===== config.mk =====
export PLATFORM = sky130hd
export DESIGN_NAME = bin_to_bcd_seg
export DESIGN_NICKNAME = d
export VERILOG_FILES = /design/src/rtl/bin_to_bcd_seg.sv
export SDC_FILE = /design/constraint.sdc
export NUM_CORES = 1
export LEC_CHECK = 0
export CORE_MARGIN = 5
export CORE_UTILIZATION = 50
export CTS_CLUSTER_DIAMETER = 150
export DETAILED_ROUTE_END_ITERATION = 8
export PLACE_DENSITY = 0.84
export SLEW_MARGIN = 0
export SYNTH_ARGS = -nofsm -noshare
export SYNTH_HDL_FRONTEND = slang
export SYNTH_SLANG_ARGS = --single-unit

===== constraint.sdc =====
create_clock -name clk -period 5.1 [get_ports clk]
set_input_delay 0.51 -clock clk [delete_from_list [all_inputs] [get_ports clk]]
set_output_delay 0.51 -clock clk [all_outputs]
set_load 0.02 [all_outputs]

===== src/rtl/bin_to_bcd_seg.sv =====
// Serial double-dabble binary-to-BCD converter with registered active-low 7-segment outputs.
// Latency: done pulses WIDTH+1 cycles after the accepting start edge; a new start is accepted WIDTH+2 cycles after the previous one at the earliest.
// Backpressure: none; start is sampled only while idle, and requests arriving while busy are dropped.
module bin_to_bcd_seg #(
    parameter int WIDTH    = 8,
    parameter int DIGITS   = 3,
    parameter int BLANK_LZ = 0
) (
    input  logic                  clk,
    input  logic                  rst_n,
    input  logic                  start,
    input  logic [WIDTH-1:0]      in,
    output logic                  busy,
    output logic                  done,
    output logic [4*DIGITS-1:0]   bcd,
    output logic [7*DIGITS-1:0]   seg
);

    localparam int CW = $clog2(WIDTH);
    localparam logic [CW-1:0] LAST = CW'(WIDTH - 1);

    localparam logic [1:0] S_IDLE  = 2'd0;
    localparam logic [1:0] S_SHIFT = 2'd1;
    localparam logic [1:0] S_DONE  = 2'd2;

    logic [1:0]          state;
    logic [CW-1:0]       cnt;
    logic [WIDTH-1:0]    sr;
    logic [4*DIGITS-1:0] scratch;
    logic [4*DIGITS-1:0] adj;
    logic [4*DIGITS-1:0] nxt_scratch;
    logic [WIDTH-1:0]    nxt_sr;
    logic [7*DIGITS-1:0] seg_nxt;
    logic                lead;

    function automatic logic [6:0] seg_code(input logic [3:0] d);
        case (d)
            4'd0:    seg_code = 7'b1000000;
            4'd1:    seg_code = 7'b1111001;
            4'd2:    seg_code = 7'b0100100;
            4'd3:    seg_code = 7'b0110000;
            4'd4:    seg_code = 7'b0011001;
            4'd5:    seg_code = 7'b0010010;
            4'd6:    seg_code = 7'b0000010;
            4'd7:    seg_code = 7'b1111000;
            4'd8:    seg_code = 7'b0000000;
            4'd9:    seg_code = 7'b0010000;
            default: seg_code = 7'b1111111;
        endcase
    endfunction

    // One double-dabble step: correct every digit, then shift the next input bit in.
    always_comb begin
        adj = scratch;
        for (int i = 0; i < DIGITS; i++) begin
            if (scratch[4*i +: 4] >= 4'd5) begin
                adj[4*i +: 4] = scratch[4*i +: 4] + 4'd3;
            end
        end
        nxt_scratch = (adj << 1) | {{(4*DIGITS-1){1'b0}}, sr[WIDTH-1]};
        nxt_sr      = sr << 1;
    end

    // Blanking walks from the top digit down; the units digit is always shown.
    always_comb begin
        seg_nxt = '1;
        lead    = 1'b1;
        for (int i = DIGITS - 1; i >= 0; i--) begin
            if (nxt_scratch[4*i +: 4] != 4'd0) begin
                lead = 1'b0;
            end
            if ((BLANK_LZ != 0) && lead && (i != 0)) begin
                seg_nxt[7*i +: 7] = 7'b1111111;
            end else begin
                seg_nxt[7*i +: 7] = seg_code(nxt_scratch[4*i +: 4]);
            end
        end
    end

    always_ff @(posedge clk or negedge rst_n) begin
        if (!rst_n) begin
            state   <= S_IDLE;
            cnt     <= '0;
            sr      <= '0;
            scratch <= '0;
            bcd     <= '0;
            seg     <= '1;
        end else begin
            case (state)
                S_IDLE: begin
                    if (start) begin
                        sr      <= in;
                        scratch <= '0;
                        cnt     <= '0;
                        state   <= S_SHIFT;
                    end
                end
                S_SHIFT: begin
                    sr      <= nxt_sr;
                    scratch <= nxt_scratch;
                    if (cnt == LAST) begin
                        cnt   <= '0;
                        state <= S_DONE;
                        bcd   <= nxt_scratch;
                        seg   <= seg_nxt;
                    end else begin
                        cnt <= cnt + 1'b1;
                    end
                end
                S_DONE:  state <= S_IDLE;
                default: state <= S_IDLE;
            endcase
        end
    end

    assign busy = (state != S_IDLE);
    assign done = (state == S_DONE);

endmodule

==> results of run 1 <==
cell usage in the layout, fill, tap and decap left out, types with 7 or more instances in the layout:
| cell type | synthesis | final |
|---|---|---|
| a21oi_1 | 20 | 20 |
| a22oi_1 | 7 | 7 |
| clkbuf_8 | 0 | 10 |
| clkdlybuf4s50_1 | 0 | 44 |
| dfrtp_1 | 37 | 37 |
| dfstp_2 | 21 | 21 |
| ha_1 | 12 | 12 |
| inv_1 | 15 | 15 |
| nand2_1 | 48 | 48 |
| nand2b_1 | 8 | 8 |
| nor2_1 | 8 | 8 |
| nor2b_1 | 11 | 11 |
| o21ai_0 | 39 | 39 |
| o31ai_1 | 10 | 10 |
worst max path at each step:
stage                     slack, ps  cells past startpoint             endpoint              startpoint
after detailed placement       1950                      6  seg[17]$_DFFE_PN1P_    state[0]$_DFFE_PN0P_
after global placement         2140                      6  seg[17]$_DFFE_PN1P_    state[0]$_DFFE_PN0P_
after floorplan                2970                      9  seg[10]$_DFFE_PN1P_  scratch[0]$_DFFE_PN0P_
after global routing           1690                      6  seg[17]$_DFFE_PN1P_    state[0]$_DFFE_PN0P_
final                          1910                      6  seg[17]$_DFFE_PN1P_    state[0]$_DFFE_PN0P_
after CTS                      1940                      6  seg[17]$_DFFE_PN1P_    state[0]$_DFFE_PN0P_
metrics by stage:
step / instance area (um2) / worst slack, ps / power, mW / std cells / utilization
floorplan: 3069 / 2971 / 1.989 / 320 / -
global placement: 3571 / 2141 / 2.440 / 428 / 0.5996
detailed placement: 3571 / 1951 / 2.490 / 428 / 0.5996
CTS: 3760 / 1940 / 2.931 / 444 / 0.6313
global route: 3760 / 1695 / 3.162 / 444 / 0.6313
finish: 3760 / 1911 / 2.918 / 444 / 0.6313
cells by family (layout without fill, tap and decap cells):
kind of cell             count (synthesis)  in the layout  share of synthesized area
AO/OA/AOI/OAI                          119            119                     0.2528
flip-flops                              58             58                     0.4815
adder cells (fa/ha/maj)                 12             12                    0.04892
AND/OR/NAND/NOR                         93             93                     0.1443
buffers and inverters                   30             79                    0.03669
XOR/XNOR                                 5              5                    0.02568
multiplexers                             3              3                    0.01019
flip-flops by register name, indices dropped and copies added, names as in the netlist:
signal and cells:
cnt 3, state 2, scratch 12, bcd 12
sr 8, seg 21
power breakdown:
part	switching (mW)	internal (mW)	total, mW
sequential	0.170	0.714	0.884
clock	0.176	0.238	0.414
combinational	0.928	0.692	1.62
area by class of cell:
type                       instances  area, um2  area share
multi-input combinational        232       1479      0.3933
sequential                        58       1478      0.3930
timing repair buffer              47      460.4      0.1225
clock buffer                      13      148.9     0.03960
tap                               75      93.84     0.02496
inverter                          16      60.06     0.01597
clock inverter                     3      40.04     0.01065
critical path, cell delays in order (launching register included):
cell and delay (ps):
dfrtp_1 570, nor2b_1 720, nand2_1 580, buf_4 400, clkinv_1 340, o21ai_0 160, o32a_1 320
synth_stat cells (all sizes together) (2+ instances only):
master  count
nand2      48
o21ai      43
dfrtp      37
a21oi      22
dfstp      21
inv        15
clkbuf     13
ha         12
nor2b      11
o31ai      10
nand2b      8
nor2        8
a22o        7
a22oi       7
and2        6
o21a        6
a211oi      4
or3         4
a211o       3
a31o        3
a31oi       3
xnor2       3
a221oi      2
mux2i       2
nor3        2
o32a        2
xnor3       2
metal layers:
metal | up-vias | track usage | part of all wire
met5 | - | 0 | 0
met4 | 0 | 0.08929 | 0.019
met3 | 11 | 0.05307 | 0.047
met2 | 59 | 0.3018 | 0.48
met1 | 1245 | 0.2515 | 0.45
li1 | 1237 | - | -
==> results.tsv, run 1 <==
metric	value	unit
Total Routing Usage GR	0.1935	
core region area	0.005956	mm2
Clk pin slew, worst setup/hold paths	70	ps
Avg Cell Area, Syn	9.591	um2
hpwl dp	4.518	mm
# rows	28	
Num CTS Buffers	9	
Post-CTS Setup Bufs	0	
ratio of cells with drive above 1 in the final layout	0.1301	
starting density of the core	0.5153	
Max-Cap Viols	0	
WS Path Type	reg -> reg	
drt via density	5.748	
diode count	0	
vias in the first global route	2512	
nets	387	
Hold WS	296.4	ps
Pleak	1.588	nW
WL final	6.785	mm
Post-Synthesis Cells	320	
CTS root buf	clkbuf_8	
Max Freq	313.6	MHz
Routability Congestion	0.8695	
status	complete, no violations	
Slew Limit Fails	0	
count of cell types in the netlist	49	
Max FO, Critical Path	29	
setup tns final	0	ps
# setup viols final	0	
Worst R2R Path Depth	6	
DR iter-0 viols	143	
routed length per instance	15.28	um
Cell Area, Synth	0.003069	mm2
initial antenna violation count	0	
clk buf depth	2	
area growth from synthesis to final layout	22.50	%
clock sink count	58	
flop-to-flop setup slack	1910	ps
ys flop type	dfrtp_1	
number of flops mapped to enable cells by yosys	0	
largest net degree at the start of global routing	59	
largest cells by area after synthesis	dfrtp_1 (30%), dfstp_2 (18%), o21ai_0 (6.4%), nand2_1 (5.9%), ha_1 (4.9%)	
Slew @ Worst Pin	1059	ps
Final ANT Viol Nets	0	
max_slew headroom	0.2925	
Tcrit/Tclk final	0.6253	
global route overflow	0	
syn nets	343	
I/O Pins	46	
area leader, netlist	dfrtp_1	
Die H	88.35	um
Setup crit end kind	flip-flop	
H-tree levels	3	
worst r2r src	state[0]$_DFFE_PN0P_	
CP Data Arrival Time	3450	ps
post-cts repair resize count	0	
number of synthesized register bits	58	
first-pass GRT wire length	11.72	mm
CP required	5360	ps
clock tree from TritonCTS	yes	
minimum clock period	3189	ps
RSZ-0062 raised after global routing	false	
drt drc	0	
first drt pass iteration count	4	
hold_buf cts	0	
die area	0.007805	mm2
Peak supply drop	341.6	uV
Clock Skew	8.233	ps
Port Buf Inserts	45	
Setup crit start kind	flip-flop	
Fin. Hold Viols	0	
pwr dens	776.1	mW/mm2
via count	2552	
clk_lat worst skew	340	ps
DIE WIDTH	88.35	um
RR Endpoint	seg[17]$_DFFE_PN1P_	
Synth top area share	0.3017	
Async SR Flop Fraction	1.000	
Hold Path Class	in -> async	
Seq/Total Area, Yosys	0.4815	
filler instances	507	
yosys warns	0	
Power figures use the tool's default switching activity.
==> inputs of run 2 (changes only) <==
--- a/config.mk
+++ b/config.mk
@@ -6,10 +6,10 @@
 export NUM_CORES = 1
 export LEC_CHECK = 0
 export CORE_MARGIN = 5
-export CORE_UTILIZATION = 50
+export CORE_UTILIZATION = 49
 export CTS_CLUSTER_DIAMETER = 150
 export DETAILED_ROUTE_END_ITERATION = 8
-export PLACE_DENSITY = 0.84
+export PLACE_DENSITY = 0.85
 export SLEW_MARGIN = 0
 export SYNTH_ARGS = -nofsm -noshare
 export SYNTH_HDL_FRONTEND = slang
==> constraint.sdc (replaced) <==
create_clock -name clk -period 2.75 [get_ports clk]
set_input_delay 0.275 -clock clk [delete_from_list [all_inputs] [get_ports clk]]
set_output_delay 0.275 -clock clk [all_outputs]
set_load 0.02 [all_outputs]
==> results.tsv, run 2 (same netlist as run 1, synthesis figures left out) <==
metric	value	unit
filler instances	472	
status	complete, no violations	
hold path cells	2	
DIE WIDTH	89.15	um
die area	0.007947	mm2
starting density of the core	0.5123	
drt drc	0	
Max Freq	401.5	MHz
Setup crit end	seg[17]$_DFFE_PN1P_	
Total Routing Usage GR	0.1937	
clk buf depth	2	
via count	2607	
first drt pass iteration count	5	
Slew @ Worst Pin	1026	ps
Worst R2R Path Depth	9	
CTS root buf	clkbuf_8	
global route overflow	0	
setup tns final	0	ps
H-tree levels	3	
worst r2r src	scratch[8]$_DFFE_PN0P_	
Clk pin slew, worst setup/hold paths	60	ps
WS Path Type	reg -> reg	
Final Non-Filler Cells	449	
first-pass GRT wire length	12.01	mm
Hold Path Class	reg -> reg	
CP Data Arrival Time	2750	ps
nets	392	
hpwl dp	4.986	mm
largest net degree at the start of global routing	32	
vias in the first global route	2558	
I/O Pins	46	
ratio of cells with drive above 1 in the final layout	0.1390	
most frequent cells in the layout	nand2_1 (48), clkdlybuf4s50_1 (44), o21ai_0 (39)	
CP required	3010	ps
flop-to-flop setup slack	260	ps
routed length per instance	15.45	um
max_slew headroom	0.3144	
minimum clock period	2491	ps
initial antenna violation count	0	
core region area	0.005991	mm2
DR iter-0 viols	202	
Slew Limit Fails	0	
area growth from synthesis to final layout	24.50	%
diode count	0	
count of placed standard cells including taps	432	
drt via density	5.806	
max reg flops	21	
# setup viols final	0	
clk_lat worst skew	340	ps
clock sink count	58	
Peak supply drop	645.3	uV
Final ANT Viol Nets	0	
pwr dens	1436	mW/mm2
commonest non-fill, non-tap cell in the layout	nand2_1	
hold_buf cts	1	
WL final	6.937	mm
Worst setup startpoint	scratch[8]$_DFFE_PN0P_	
Setup crit start kind	flip-flop	
Post-CTS Setup Bufs	0	
Routability Congestion	0.9217	
Die H	89.15	um
Max FO, Critical Path	6	
Max-Cap Viols	0	
Tcrit/Tclk final	0.9057	
RSZ-0062 raised after global routing	false	
largest register by flop count	seg	
clock tree from TritonCTS	yes	
Pleak	1.618	nW
top flop regs	seg (21), bcd (12), scratch (12)	
Clock Skew	8.391	ps
Port Buf Inserts	45	
Num CTS Buffers	9	
# rows	28	
post-cts repair resize count	0	
Setup crit end kind	flip-flop	
Fin. Hold Viols	0	
RR Endpoint	seg[17]$_DFFE_PN1P_	
-- run 2: cell types whose count changed in the layout (fill, tap and decap cells not counted) --
cell           previous run  this run
clkinv_2                  2         1
buf_4                     2         5
clkbuf_8                 10        11
buf_12                    0         1
dlygate4sd3_1             0         1
-- run 2: power breakdown --
part / internal (mW) / switching (mW)
registers: 1.32 / 0.287
clock network: 0.468 / 0.323
logic: 1.31 / 1.77
-- run 2: how the worst min path moves through the flow --
stage / from / end / slack (ps)
CTS: seg[9]$_DFFE_PN1P_ / seg[9]$_DFFE_PN1P_ / 470
finish: seg[9]$_DFFE_PN1P_ / seg[9]$_DFFE_PN1P_ / 470
global route: seg[0]$_DFFE_PN1P_ / seg[0]$_DFFE_PN1P_ / 490
floorplan: rst_n / bcd[0]$_DFFE_PN0P_ / -20
detailed placement: rst_n / bcd[4]$_DFFE_PN0P_ / 340
global placement: rst_n / bcd[4]$_DFFE_PN0P_ / 330
-- run 2: layer usage --
layer,vias to the layer above,global-route usage,part of all wire
li1,1244,-,-
met1,1251,0.2504,0.43
met2,97,0.3061,0.49
met3,15,0.04055,0.057
met4,0,0.1015,0.020
met5,-,0,0
-- run 2: area by class of cell --
class,count,area (um2),share of cell area
clock inverter,2,35.03,0.009168
tap,75,93.84,0.02456
timing repair buffer,52,513.0,0.1343
clock buffer,14,162.7,0.04257
inverter,16,60.06,0.01572
multi-input combinational,232,1479,0.3870
sequential,58,1478,0.3867
-- run 2: through the flow --
| stage | instance area, um2 | util | setup WS, ps | total power [mW] | hold slack, ps |
|---|---|---|---|---|---|
| 5_1_grt | 3821 | 0.6378 | 77.07 | 5.938 | 493.5 |
| 3_3_place_gp | 3613 | 0.6032 | 441.2 | 4.551 | 328.1 |
| 4_1_cts | 3821 | 0.6378 | 301.8 | 5.492 | 474.0 |
| 6_report | 3821 | 0.6378 | 259.4 | 5.489 | 473.6 |
| 3_5_place_dp | 3613 | 0.6032 | 338.0 | 4.678 | 344.0 |
| 2_1_floorplan | 3069 | - | 621.4 | 3.689 | -20.59 |
-- run 2: worst max-delay path, cell delays in order, from the launching register on --
cell and delay [ps]:
dfrtp_1 410, inv_1 110, ha_1 190, nand2b_1 110, a21oi_2 300, xnor2_1 300, inv_1 230, ha_1 360
o21ai_0 90, o32a_1 310
==> inputs of run 3 (changes only) <==
--- a/config.mk
+++ b/config.mk
@@ -5,11 +5,12 @@
 export SDC_FILE = /design/constraint.sdc
 export NUM_CORES = 1
 export LEC_CHECK = 0
+export ABC_AREA = 1
 export CORE_MARGIN = 5
-export CORE_UTILIZATION = 49
+export CORE_UTILIZATION = 48
 export CTS_CLUSTER_DIAMETER = 150
 export DETAILED_ROUTE_END_ITERATION = 8
-export PLACE_DENSITY = 0.85
+export PLACE_DENSITY = 0.84
 export SLEW_MARGIN = 0
 export SYNTH_ARGS = -nofsm -noshare
 export SYNTH_HDL_FRONTEND = slang
==> results.tsv, run 3 <==
metric	value	unit
I/O Pins	46	
largest register by flop count	seg	
area growth from synthesis to final layout	24.70	%
net switching power	2.461	mW
RR Endpoint	seg[10]$_DFFE_PN1P_	
Total Routing Usage GR	0.1822	
final core occ	0.6135	
starting density of the core	0.4920	
Fin. Hold Viols	0	
Die H	87.90	um
RSZ-0062 raised after global routing	false	
ys flop type	dfrtp_1	
largest cells by area after synthesis	dfrtp_1 (32%), dfstp_2 (19%), nand2_1 (11%), inv_1 (5.4%), ha_1 (5.2%)	
Port Buf Inserts	45	
Pleak	1.735	nW
clk_lat worst skew	340	ps
Seq/Total Area, Yosys	0.5073	
WL final	6.389	mm
Max-Cap Viols	0	
Setup crit end	seg[10]$_DFFE_PN1P_	
DR iter-0 viols	268	
area leader, netlist	dfrtp_1	
clock tree from TritonCTS	yes	
worst r2r src	scratch[4]$_DFFE_PN0P_	
Clock Skew	8.970	ps
Peak supply drop	636.3	uV
Gate power share	0.563	
Max Freq	486.0	MHz
setup tns final	0	ps
Setup crit start kind	flip-flop	
pre-CTS setup slack	761.7	ps
Cell Area, Synth	0.002913	mm2
clock sink count	58	
Final Non-Filler Cells	468	
syn nets	361	
Hold WS	471.0	ps
number of synthesized register bits	58	
Max FO, Critical Path	7	
core region area	0.005921	mm2
flop-to-flop setup slack	690	ps
status	complete, no violations	
global route overflow	0	
filler instances	506	
ratio of cells with drive above 1 in the final layout	0.1501	
Worst R2R Path Depth	12	
Routability Congestion	0.8712	
WS Path Type	reg -> reg	
max reg flops	21	
via count	2549	
top-count cell post-synth	nand2_1	
Hold Path Class	reg -> reg	
count of cell types in the netlist	31	
pwr dens	1499	mW/mm2
number of flops mapped to enable cells by yosys	0	
first drt pass iteration count	6	
Final WS setup	692.3	ps
first-pass GRT wire length	10.95	mm
clock share of power	0.146	
drt via density	5.447	
DIE WIDTH	87.90	um
Area after DPL	0.003418	mm2
Slew Limit Fails	0	
clk buf depth	2	
Worst setup startpoint	scratch[4]$_DFFE_PN0P_	
drt drc	0	
largest net degree at the start of global routing	39	
CTS root buf	clkbuf_8	
# rows	28	
Seq pwr share	0.291	
diode count	0	
Setup crit end kind	flip-flop	
vias in the first global route	2443	
top flop regs	seg (21), bcd (12), scratch (12)	
hpwl dp	4.507	mm
Switching Share	0.4519	
Slew @ Worst Pin	654.2	ps
count of placed standard cells including taps	451	
die area	0.007726	mm2
Post-Synthesis Cells	338	
routed length per instance	13.65	um
CP Data Arrival Time	2340	ps
minimum clock period	2058	ps
# setup viols final	0	
initial antenna violation count	0	
max_slew headroom	0.5638	
Final ANT Viol Nets	0	
Synth top area share	0.3179	
Post-synth top cells	nand2_1 (85), inv_1 (42), dfrtp_1 (37)	
Tcrit/Tclk final	0.7482	
nets	411	
total power	5.446	mW
yosys warns	0	
internal power	2.985	mW
Async SR Flop Fraction	1.000	
Clk pin slew, worst setup/hold paths	70	ps
Avg Cell Area, Syn	8.618	um2
Num CTS Buffers	9	
H-tree levels	3	
most frequent cells in the layout	nand2_1 (85), clkdlybuf4s50_1 (44), inv_1 (42)	
Finished Cell Area	0.003632	mm2
CP required	3040	ps
commonest non-fill, non-tap cell in the layout	nand2_1	
-- run 3: cell count changes in the layout (fill, tap and decap cells not counted), moves of 8 or more --
cell / change
nand2_1: +37
nor2b_1: -11
o21ai_0: -15
a21oi_1: -15
nand3_1: +24
nand2b_1: -8
o31ai_1: -10
o22ai_1: +12
inv_1: +27
-- run 3: final cells by class --
class / count / area [um2] / area share
Inverter: 46 / 172.7 / 0.04754
Sequential cell: 58 / 1478 / 0.4068
Tap cell: 75 / 93.84 / 0.02584
Clock inverter: 5 / 52.55 / 0.01447
Clock buffer: 11 / 151.4 / 0.04168
Timing Repair Buffer: 48 / 470.5 / 0.1295
Multi-Input combinational cell: 225 / 1214 / 0.3341
-- run 3: kinds of logic after synthesis --
family / synth area share
adders and majority gates: 0.05155
and+or+nand+nor: 0.2251
DFF: 0.5073
AOI/OAI and AO/OA: 0.1400
buffers and inverters: 0.07603
-- run 3: timing repair --
item	4_1_cts	5_1_grt
resized for setup	0	0
hold endpoints to repair	12	0
setup buffers	0	0
hold buffers	1	0
-- run 3: critical path, stage by stage (launching register included) --
cell and delay (ps):
dfrtp_1 380, inv_1 110, ha_1 220, inv_1 50
nand2_1 100, nand3_1 140, nand2_1 70, nand2_1 190
inv_1 80, ha_1 320, o21ai_0 170, nand3_1 90
nand3_1 70
-- run 3: routing by layer --
metal	track usage	part of all wire	vias up
met5	0	0	-
met4	0.08089	0.023	0
met3	0.06209	0.077	21
met2	0.2795	0.46	109
met1	0.2342	0.44	1180
li1	-	-	1239
-- run 3: power groups by stage --
stage | combinational [mW] | sequential (mW) | clock [mW]
5_1_grt | 3.44 | 1.64 | 0.846
4_1_cts | 3.05 | 1.59 | 0.809
2_1_floorplan | 1.80 | 1.87 | 0
6_report | 3.07 | 1.59 | 0.795
3_5_place_dp | 3.03 | 1.60 | 0
3_3_place_gp | 2.92 | 1.59 | 0
-- run 3: how the worst min path moves through the flow --
stage | from | endpoint | cells after the start
3_3_place_gp | rst_n | bcd[9]$_DFFE_PN0P_ | 1
4_1_cts | seg[5]$_DFFE_PN1P_ | seg[5]$_DFFE_PN1P_ | 2
5_1_grt | seg[0]$_DFFE_PN1P_ | seg[0]$_DFFE_PN1P_ | 2
2_1_floorplan | rst_n | bcd[0]$_DFFE_PN0P_ | 0
6_report | seg[5]$_DFFE_PN1P_ | seg[5]$_DFFE_PN1P_ | 2
3_5_place_dp | rst_n | bcd[9]$_DFFE_PN0P_ | 1
